`config.mk`:
```
export PLATFORM = sky130hd
export DESIGN_NAME = ap_txn_tracker
export DESIGN_NICKNAME = d
export VERILOG_FILES = /design/src/rtl/ap_txn_pkg.sv /design/src/rtl/ts_fifo.sv /design/src/rtl/ap_txn_tracker.sv
export SDC_FILE = /design/constraint.sdc
export NUM_CORES = 1
export LEC_CHECK = 0
export CAP_MARGIN = 20
export CORE_AREA = 3 3 220 222
export CTS_BUF_LIST = sky130_fd_sc_hd__clkbuf_4 sky130_fd_sc_hd__clkbuf_8
export DETAILED_ROUTE_END_ITERATION = 8
export DIE_AREA = 0 0 223 225
export PLACE_DENSITY = 0.57
export SLEW_MARGIN = 20
export SYNTH_ARGS = -nofsm -noshare
export SYNTH_HDL_FRONTEND = slang
export SYNTH_SLANG_ARGS = --single-unit
```
`constraint.sdc`:
```
create_clock -name clock -period 14.4 [get_ports clock]
set_input_delay 1.44 -clock clock [delete_from_list [all_inputs] [get_ports clock]]
set_output_delay 1.44 -clock clock [all_outputs]
set_load 0.01 [all_outputs]
```
`src/rtl/ap_txn_pkg.sv`:
```
// Shared types and defaults for the ap_ctrl_hs transaction tracker.
package ap_txn_pkg;

    localparam int unsigned TS_W_DEF = 32;
    localparam int unsigned ID_W_DEF = 16;

    // One latency record at the default widths.
    typedef struct packed {
        logic [ID_W_DEF-1:0] id;
        logic [TS_W_DEF-1:0] start_ts;
        logic [TS_W_DEF-1:0] done_ts;
        logic [TS_W_DEF-1:0] latency;
    } txn_rec_t;

endpackage

```
`src/rtl/ts_fifo.sv`:
```
// Synchronous timestamp FIFO with simultaneous push/pop and occupancy count.
module ts_fifo #(
    parameter int unsigned W     = 32,
    parameter int unsigned DEPTH = 8
) (
    input  logic                   clock,
    input  logic                   reset,
    input  logic                   push,
    input  logic                   pop,
    input  logic [W-1:0]           wdata,
    output logic [W-1:0]           rdata,
    output logic [$clog2(DEPTH):0] count,
    output logic                   full,
    output logic                   empty
);

    localparam int unsigned AW = $clog2(DEPTH);
    localparam logic [AW:0] CntFull = (AW+1)'(DEPTH);

    logic [W-1:0]  r_mem [DEPTH];
    logic [AW-1:0] r_wr_ptr;
    logic [AW-1:0] r_rd_ptr;
    logic [AW:0]   r_count;
    logic          w_do_push;
    logic          w_do_pop;

    assign full  = (r_count == CntFull);
    assign empty = (r_count == '0);
    assign count = r_count;
    assign rdata = r_mem[r_rd_ptr];

    // A push into a full FIFO is only legal when the head leaves in the same cycle.
    assign w_do_push = push & (~full | pop);
    assign w_do_pop  = pop & ~empty;

    // Storage array; contents are don't-care once pointers reset.
    always_ff @(posedge clock) begin
        if (w_do_push) begin
            r_mem[r_wr_ptr] <= wdata;
        end
    end

    // Pointer and occupancy tracking.
    always_ff @(posedge clock or posedge reset) begin
        if (reset) begin
            r_wr_ptr <= '0;
            r_rd_ptr <= '0;
            r_count  <= '0;
        end else begin
            if (w_do_push) begin
                r_wr_ptr <= r_wr_ptr + AW'(1);
            end
            if (w_do_pop) begin
                r_rd_ptr <= r_rd_ptr + AW'(1);
            end
            if (w_do_push && !w_do_pop) begin
                r_count <= r_count + (AW+1)'(1);
            end else if (!w_do_push && w_do_pop) begin
                r_count <= r_count - (AW+1)'(1);
            end
        end
    end

endmodule

```
`src/rtl/ap_txn_tracker.sv`:
```
// Watches an ap_ctrl_hs handshake and emits one latency record per transaction.
module ap_txn_tracker
    import ap_txn_pkg::*;
#(
    parameter int unsigned TS_W  = TS_W_DEF,
    parameter int unsigned ID_W  = ID_W_DEF,
    parameter int unsigned DEPTH = 8
) (
    input  logic                   clock,
    input  logic                   reset,
    input  logic                   ap_start,
    input  logic                   ap_ready,
    input  logic                   ap_done,
    input  logic                   ap_continue,
    input  logic                   finish,
    output logic                   rec_valid,
    input  logic                   rec_ready,
    output logic [ID_W-1:0]        rec_id,
    output logic [TS_W-1:0]        rec_start_ts,
    output logic [TS_W-1:0]        rec_done_ts,
    output logic [TS_W-1:0]        rec_latency,
    output logic [$clog2(DEPTH):0] outstanding,
    output logic                   overflow,
    output logic                   orphan,
    output logic                   drained
);

    logic [TS_W-1:0]        r_cyc;
    logic [ID_W-1:0]        r_id;
    logic                   r_fin;
    logic                   r_valid;
    logic [ID_W-1:0]        r_rec_id;
    logic [TS_W-1:0]        r_rec_start;
    logic [TS_W-1:0]        r_rec_done;
    logic [TS_W-1:0]        r_rec_lat;
    logic                   r_overflow;
    logic                   r_orphan;

    logic                   w_start_ev;
    logic                   w_done_ev;
    logic                   w_bypass;
    logic                   w_push;
    logic                   w_pop;
    logic                   w_have;
    logic                   w_out_free;
    logic                   w_load;
    logic                   w_drop_rec;
    logic                   w_drop_start;
    logic                   w_orphan_ev;
    logic [TS_W-1:0]        w_fifo_rdata;
    logic [TS_W-1:0]        w_start_ts;
    logic [$clog2(DEPTH):0] w_count;
    logic                   w_full;
    logic                   w_empty;

    // Event decode; once finish has latched, the handshake is no longer observed.
    assign w_start_ev   = ap_start & ap_ready & ~r_fin;
    assign w_done_ev    = ap_done & ap_continue & ~r_fin;
    // Zero-latency transaction: pair the start directly with its own done.
    assign w_bypass     = w_start_ev & w_done_ev & w_empty;
    assign w_push       = w_start_ev & ~w_bypass & (~w_full | w_done_ev);
    assign w_pop        = w_done_ev & ~w_empty;
    assign w_have       = w_pop | w_bypass;
    assign w_drop_start = w_start_ev & w_full & ~w_done_ev;
    assign w_orphan_ev  = w_done_ev & w_empty & ~w_start_ev;
    assign w_out_free   = ~r_valid | rec_ready;
    assign w_load       = w_have & w_out_free;
    assign w_drop_rec   = w_have & ~w_out_free;
    assign w_start_ts   = w_bypass ? r_cyc : w_fifo_rdata;

    ts_fifo #(
        .W     (TS_W),
        .DEPTH (DEPTH)
    ) u_fifo (
        .clock (clock),
        .reset (reset),
        .push  (w_push),
        .pop   (w_pop),
        .wdata (r_cyc),
        .rdata (w_fifo_rdata),
        .count (w_count),
        .full  (w_full),
        .empty (w_empty)
    );

    // Free-running cycle counter, finish latch and sticky error flags.
    always_ff @(posedge clock or posedge reset) begin
        if (reset) begin
            r_cyc      <= '0;
            r_fin      <= 1'b0;
            r_overflow <= 1'b0;
            r_orphan   <= 1'b0;
        end else begin
            r_cyc <= r_cyc + TS_W'(1);
            if (finish) begin
                r_fin <= 1'b1;
            end
            if (w_drop_start || w_drop_rec) begin
                r_overflow <= 1'b1;
            end
            if (w_orphan_ev) begin
                r_orphan <= 1'b1;
            end
        end
    end

    // Transaction numbering advances for every paired done, even if its record is dropped.
    always_ff @(posedge clock or posedge reset) begin
        if (reset) begin
            r_id <= '0;
        end else if (w_have) begin
            r_id <= r_id + ID_W'(1);
        end
    end

    // Single-entry output register; may reload in the cycle it drains.
    always_ff @(posedge clock or posedge reset) begin
        if (reset) begin
            r_valid     <= 1'b0;
            r_rec_id    <= '0;
            r_rec_start <= '0;
            r_rec_done  <= '0;
            r_rec_lat   <= '0;
        end else if (w_load) begin
            r_valid     <= 1'b1;
            r_rec_id    <= r_id;
            r_rec_start <= w_start_ts;
            r_rec_done  <= r_cyc;
            r_rec_lat   <= r_cyc - w_start_ts;
        end else if (rec_ready) begin
            r_valid <= 1'b0;
        end
    end

    assign rec_valid    = r_valid;
    assign rec_id       = r_rec_id;
    assign rec_start_ts = r_rec_start;
    assign rec_done_ts  = r_rec_done;
    assign rec_latency  = r_rec_lat;
    assign outstanding  = w_count;
    assign overflow     = r_overflow;
    assign orphan       = r_orphan;
    assign drained      = r_fin & (w_count == '0) & ~r_valid;

endmodule

```
==> metrics.md, run 1 <==
| Metric | Value |
|---|---|
| Status | `complete, no violations` |
| Starting Density | `39.8%` |
| Die width | `223 um` |
| H-tree depth | `3` |
| Register Area | `12,000 um2` |
| Footprint of the multi-input gates | `6230 um2` |
| Logic pwr share | `8.7%` |
| Synth Area in Compound Gates | `7.34%` |
| Crit path kind | `input pin to flip-flop` |
| Simple-gate share of the synthesized area | `9.80%` |
| Synth warn | `0` |
| Final worst slack | `8880 ps` |
| Reg clk slew, reported paths | `60 ps` |
| Drt pass-1 iters | `5` |
| Synth Flop Type | `edfxtp_1` |
| Clk root buf | `clkbuf_8` |
| DP Worst Slack | `8290 ps` |
| Core ar. | `46,600 um2` |
| Synth Net Count | `1,408` |
| Sequential area share after synthesis | `65.0%` |
| Synth Register Bits | `430` |
| WL per Instance | `20.6 um` |
| Nets | `1,564` |
| Post-Synth XOR/XNOR Area | `3.69%` |
| Count leader, synth | `edfxtp_1` |
| Hold Vio Cnt, Final | `0` |
| Sequential Power Share | `50.6%` |
| IO buf count | `127` |
| WP data arrival | `6020 ps` |
| Synth cell count leaders | `256 x edfxtp_1, 254 x nand2_1, 174 x dfrtp_1` |
| Syn-to-layout area delta | `18.6%` |
| ANT nets after route | `0` |
| Via-to-Cell Ratio | `5.28` |
| WHS | `473 ps` |
| ANT cells | `0` |
| Max stage delay on crit path | `500 ps` |
| Slowest CP cell | `clkdlybuf4s50_1` |
| Placer Congestion | `0.778` |
| Largest net degree at the start of global routing | `109` |
| Max-Cap Viols | `0` |
| Setup Skew | `23.2 ps` |
| Post-Synth Adder-Cell Area | `2.50%` |
| DRC viols | `0` |
| Startpoint types | `input pin` |
| Total GRT Usage | `18.2%` |
| P_leak | `8.87 nW` |
| Post-Synthesis Cell Area | `18,500 um2` |
| Post-CTS sizing | `0` |
| Multiplexer area fraction after synthesis | `10.0%` |
| Internal power | `2.06 mW` |
| Cell area power density | `123 nW/um2` |
| Dpl cells | `2,052` |
| Vias in the first global route | `11,669` |
| Die Area | `50,200 um2` |
| Fin Setup TNS | `0 ps` |
| CTS Buffer Depth | `3` |
| Slew @ Worst Pin | `926 ps` |
| Worst Path Required | `14,900 ps` |
| Congestion Overflow GR | `0` |
| CTS Sinks | `430` |
| Net Sw Power | `636 uW` |
| VDD IR max | `0.0756 mV` |
| Asr flop ratio synth | `40.5%` |
| DP Area | `20,500 um2` |
| Largest family of logic cells by synthesized area | `multiplexers` |
| Final period utilization | `38.3%` |
| Crit path top cell by count | `o21ai_0` |
| Design area | `22,000 um2` |
| Final Setup Violations | `0` |
| IO Count | `128` |
| Min Tclk post-route | `5520 ps` |
| Hold-fix buffers, CTS | `0` |
| First-pass GRT wire length | `70,300 um` |
| Initial antenna violation count | `0` |
| Crit-path max FO | `40` |
| Worst-path cell chain | `clkdlybuf4s50_1, nand3b_1, nor3_4, buf_4, nand2_1, o21ai_0, ha_1, inv_1, fa_1, a211oi_1, o21ai_0, a221oi_1, a211oi_2, a21oi_2, a31oi_1, o21ai_2, a21oi_1, or3_1, a31o_1` |
| Die height | `225 um` |
| Rel. slew slack | `37.8%` |
| Total CTS buffers | `74` |
| CTS tree | `built` |
| Hpwl dp | `27,100 um` |
| Post-Route WL | `45,000 um` |
| Top-area cell type share of the netlist area | `41.5%` |
| Synth unique cells | `62` |
| Net Sw Frac | `23.6%` |
| Number of post-CTS setup repair buffers | `0` |
| Final core occ | `47.2%` |
| Clock share of power | `40.7%` |
| Share of cells above drive strength 1 | `15.6%` |
| Worst hold path type | `flip-flop to flip-flop` |
| Clk_lat worst skew | `610 ps` |
| Overall Power | `2.70 mW` |
| Number of synthesized flops with an enable pin | `256` |
| Finished Layout Cells | `2,186` |
| Area contributors post-synth | `edfxtp_1 42%, dfrtp_1 24%, mux4_2 7.7%, nand2_1 5.1%, xnor2_1 2.7%` |
| Syn Area/Cell | `13.6 um2` |
| Syn Inst Count | `1,365` |
| Initial DRC count | `866` |
| FMAX | `181 MHz` |
| Num rows | `79` |
| CP endpoint kind | `flip-flop` |
| Vias | `11,543` |
| Layout fillers | `4,099` |
| Cell taking the most area after synthesis | `edfxtp_1` |
| RSZ-0062 raised after global routing | `false` |
| Final Max Tran Viols | `0` |
[power by group through the flow]
stage               registers (mW)  logic (mW)  clock network, mW
floorplan                     1.38       0.139                  0
global placement              1.39       0.238                  0
detailed placement            1.39       0.239                  0
CTS                           1.37       0.240               1.13
global route                  1.37       0.259               1.19
finish                        1.37       0.235               1.10
[logic make-up after synthesis]
group / count (synthesis)
flops: 430
fa+ha+maj: 36
compound gates: 220
buf+inv: 76
xor+xnor: 78
simple gates: 424
mux: 101
[cells in the final DEF, fill, tap and decap left out, drive strengths merged, types with 7 or more instances in the layout]
cell type and n:
a21o 19, inv 12, xnor2 58, edfxtp 256, nor2 69, nand2 254
a21oi 65, mux2i 34, xor2 20, nand3 28, o21a 10, nand4 15
nor3 15, clkinv 20, ha 33, a211oi 7, o21ai 81, dfrtp 174
mux4 63, buf 17, clkdlybuf4s50 127, o31ai 10, and3 16, clkbuf 111
[layout make-up]
class                           count  share of cell area, %
Multi-Input combinational cell    859                   28.3
Clock inverter                     23                  0.604
Clock buffer                      111                   6.16
Tap cell                          607                   3.46
Timing Repair Buffer              144                   6.37
Sequential cell                   430                   54.8
Inverter                           12                  0.239
[worst paths after layout]
kind / startpoint / to / slack (ps) / depth (start not counted)
worst max-delay path: ap_ready / rec_latency[28] / 8880 / 19
worst min-delay path: rec_id[14] / rec_id[14] / 470 / 2
worst max register to register: u_fifo.r_rd_ptr[0] / rec_latency[28] / 8930 / 17
worst min register to register: rec_id[14] / rec_id[14] / 470 / 2
max in group asynchronous: reset / u_fifo.r_rd_ptr[0] / 11480 / 3
min in group asynchronous: reset / rec_start_ts[4] / 1370 / 2
[critical path: cells and delay by family]
family	cells	cell delay [ps]
buffers and inverters	3	980
and+or+nand+nor	4	780
adders and majority gates	2	630
AOI/OAI and AO/OA	10	2150
[layer usage]
layer / up-vias / part of all wire, % / track usage (%)
met5: - / 0 / 0
met4: 0 / 2.3 / 5.31
li1: 5324 / - / -
met2: 274 / 47 / 28.1
met3: 74 / 4.7 / 3.61
met1: 5871 / 46 / 26.3
[registers in the layout (all words and copies together) (netlist names)]
signal	flops
orphan	1
overflow	1
r_cyc	32
r_fin	1
r_id	16
rec_done_ts	32
rec_id	16
rec_latency	32
rec_start_ts	32
rec_valid	1
u_fifo.count	4
u_fifo.r_mem	256
u_fifo.r_rd_ptr	3
u_fifo.r_wr_ptr	3
Note: power is estimated with default switching activity, not from simulation.
==> inputs of run 2 (changes only) <==
==> constraint.sdc (replaced) <==
create_clock -name clock -period 5.25 [get_ports clock]
set_input_delay 0.525 -clock clock [delete_from_list [all_inputs] [get_ports clock]]
set_output_delay 0.525 -clock clock [all_outputs]
set_load 0.01 [all_outputs]
==> metrics.md, run 2 (synthesis gave the netlist of run 1 again) <==
| Metric | Value |
|---|---|
| Status | `complete, no violations` |
| Startpoint types | `flip-flop` |
| Worst-path cell chain | `or4_4, nor3_4, buf_4, a21oi_1, fa_1, a211oi_1, o21ai_0, a221oi_1, a211oi_2, a21oi_2, a31oi_1, o21ai_2, a21oi_1, or3_1, a31o_1` |
| CP endpoint kind | `flip-flop` |
| IO Count | `128` |
| Post-Route WL | `46,600 um` |
| Total CTS buffers | `74` |
| Layout fillers | `4,175` |
| Core ar. | `46,600 um2` |
| Slew @ Worst Pin | `967 ps` |
| ANT cells | `0` |
| Clk_lat worst skew | `620 ps` |
| Worst hold path type | `flip-flop to flip-flop` |
| Most common cell after layout, fill and taps aside | `edfxtp_1` |
| Overall Power | `7.63 mW` |
| Number of flip-flops under the largest register name | `256` |
| H-tree depth | `3` |
| Final Setup Violations | `0` |
| Footprint of the multi-input gates | `6230 um2` |
| Congestion Overflow GR | `0` |
| Crit path top cell by count | `a21oi_1` |
| Die width | `223 um` |
| First-pass GRT wire length | `71,800 um` |
| Setup Skew | `23.9 ps` |
| CTS Sinks | `430` |
| Worst Path Required | `5760 ps` |
| Initial DRC count | `757` |
| Num rows | `79` |
| Reg clk slew, reported paths | `60 ps` |
| Post-CTS sizing | `0` |
| VDD IR max | `0.195 mV` |
| Register Area | `12,000 um2` |
| Number of post-CTS setup repair buffers | `0` |
| Initial antenna violation count | `0` |
| Total GRT Usage | `18.7%` |
| Largest net degree at the start of global routing | `119` |
| Clk root buf | `clkbuf_8` |
| Cell area power density | `343 nW/um2` |
| Final period utilization | `91.6%` |
| Starting Density | `39.8%` |
| Share of cells above drive strength 1 | `16.9%` |
| Syn-to-layout area delta | `20.1%` |
| Max stage delay on crit path | `610 ps` |
| Via-to-Cell Ratio | `5.25` |
| FMAX | `208 MHz` |
| Max-Cap Viols | `0` |
| Slowest CP cell | `or4_4` |
| P_leak | `8.87 nW` |
| Drt pass-1 iters | `5` |
| Nets | `1,582` |
| RSZ-0062 raised after global routing | `false` |
| Crit path kind | `flip-flop to flip-flop` |
| CTS Buffer Depth | `3` |
| Fin Setup TNS | `0 ps` |
| Placer Congestion | `0.818` |
| Hold-fix buffers, CTS | `0` |
| ANT nets after route | `0` |
| Final Max Tran Viols | `0` |
| Rel. slew slack | `35.5%` |
| Hpwl dp | `29,400 um` |
| Vias in the first global route | `11,869` |
| Crit-path max FO | `15` |
| WL per Instance | `21.1 um` |
| CTS tree | `built` |
| WP data arrival | `5320 ps` |
| Most frequent cells in the layout | `256 x edfxtp_1, 253 x nand2_1, 171 x dfrtp_1, 127 x clkdlybuf4s50_1, 87 x clkbuf_8` |
| Die Area | `50,200 um2` |
| Hold Vio Cnt, Final | `0` |
| Reg with most FFs | `u_fifo.r_mem` |
| CP bufs+invs | `1` |
| Die height | `225 um` |
| Delay-heaviest family, CP | `compound AO/OA/AOI/OAI gates` |
| Min Tclk post-route | `4810 ps` |
| Vias | `11,585` |
| IO buf count | `127` |
| DRC viols | `0` |
[run 2: worst register-to-register path: stages (launching register included)]
cell	delay, ps
dfrtp_1	480
or4_4	620
nor3_4	280
buf_4	270
a21oi_1	160
fa_1	500
a211oi_1	240
o21ai_0	210
a221oi_1	360
a211oi_2	110
a21oi_2	280
a31oi_1	180
o21ai_2	340
a21oi_1	130
or3_1	350
a31o_1	200
[run 2: cell type report]
cell class	instances	area share [%]
Clock buffer	121	6.53
Clock inverter	15	0.664
Inverter	12	0.236
Multi-Input combinational cell	859	28.0
Sequential cell	430	54.2
Tap cell	607	3.41
Timing Repair Buffer	162	7.01
[run 2: where the power goes]
part | total (mW) | switching (mW) | internal [mW]
clock network | 3.22 | 1.33 | 1.89
logic | 0.674 | 0.336 | 0.338
registers | 3.73 | 0.0979 | 3.64
[run 2: path summary, 6_finish.rpt]
check	startpoint	end	slack, ps	depth (start not counted)
worst max-delay path	u_fifo.count[0]	rec_latency[28]	440	15
worst min-delay path	rec_id[7]	rec_id[7]	470	2
worst max register to register	u_fifo.count[0]	rec_latency[28]	440	15
worst min register to register	rec_id[7]	rec_id[7]	470	2
max in group asynchronous	reset	r_cyc[20]	3680	3
min in group asynchronous	reset	r_cyc[6]	480	2
[run 2: per-stage QoR]
step                utilization [%]  area (um2)  hold WS [ps]  instances  setup slack [ps]
CTS                            47.8       22200           447       2206               421
global route                   47.8       22200           460       2206               129
floorplan                         -       18500           445       1365              8.15
detailed placement             44.3       20600           462       2070               310
global placement               44.3       20600           461       2070               421
finish                         47.8       22200           475       2206               438
[run 2: metal layers]
layer,wire length (um),track usage (%),share of wire (%)
met1,21200,26.2,45
met2,22600,30.1,48
met3,2030,3.56,4.4
met4,858,4.88,1.8
met5,0,0,0
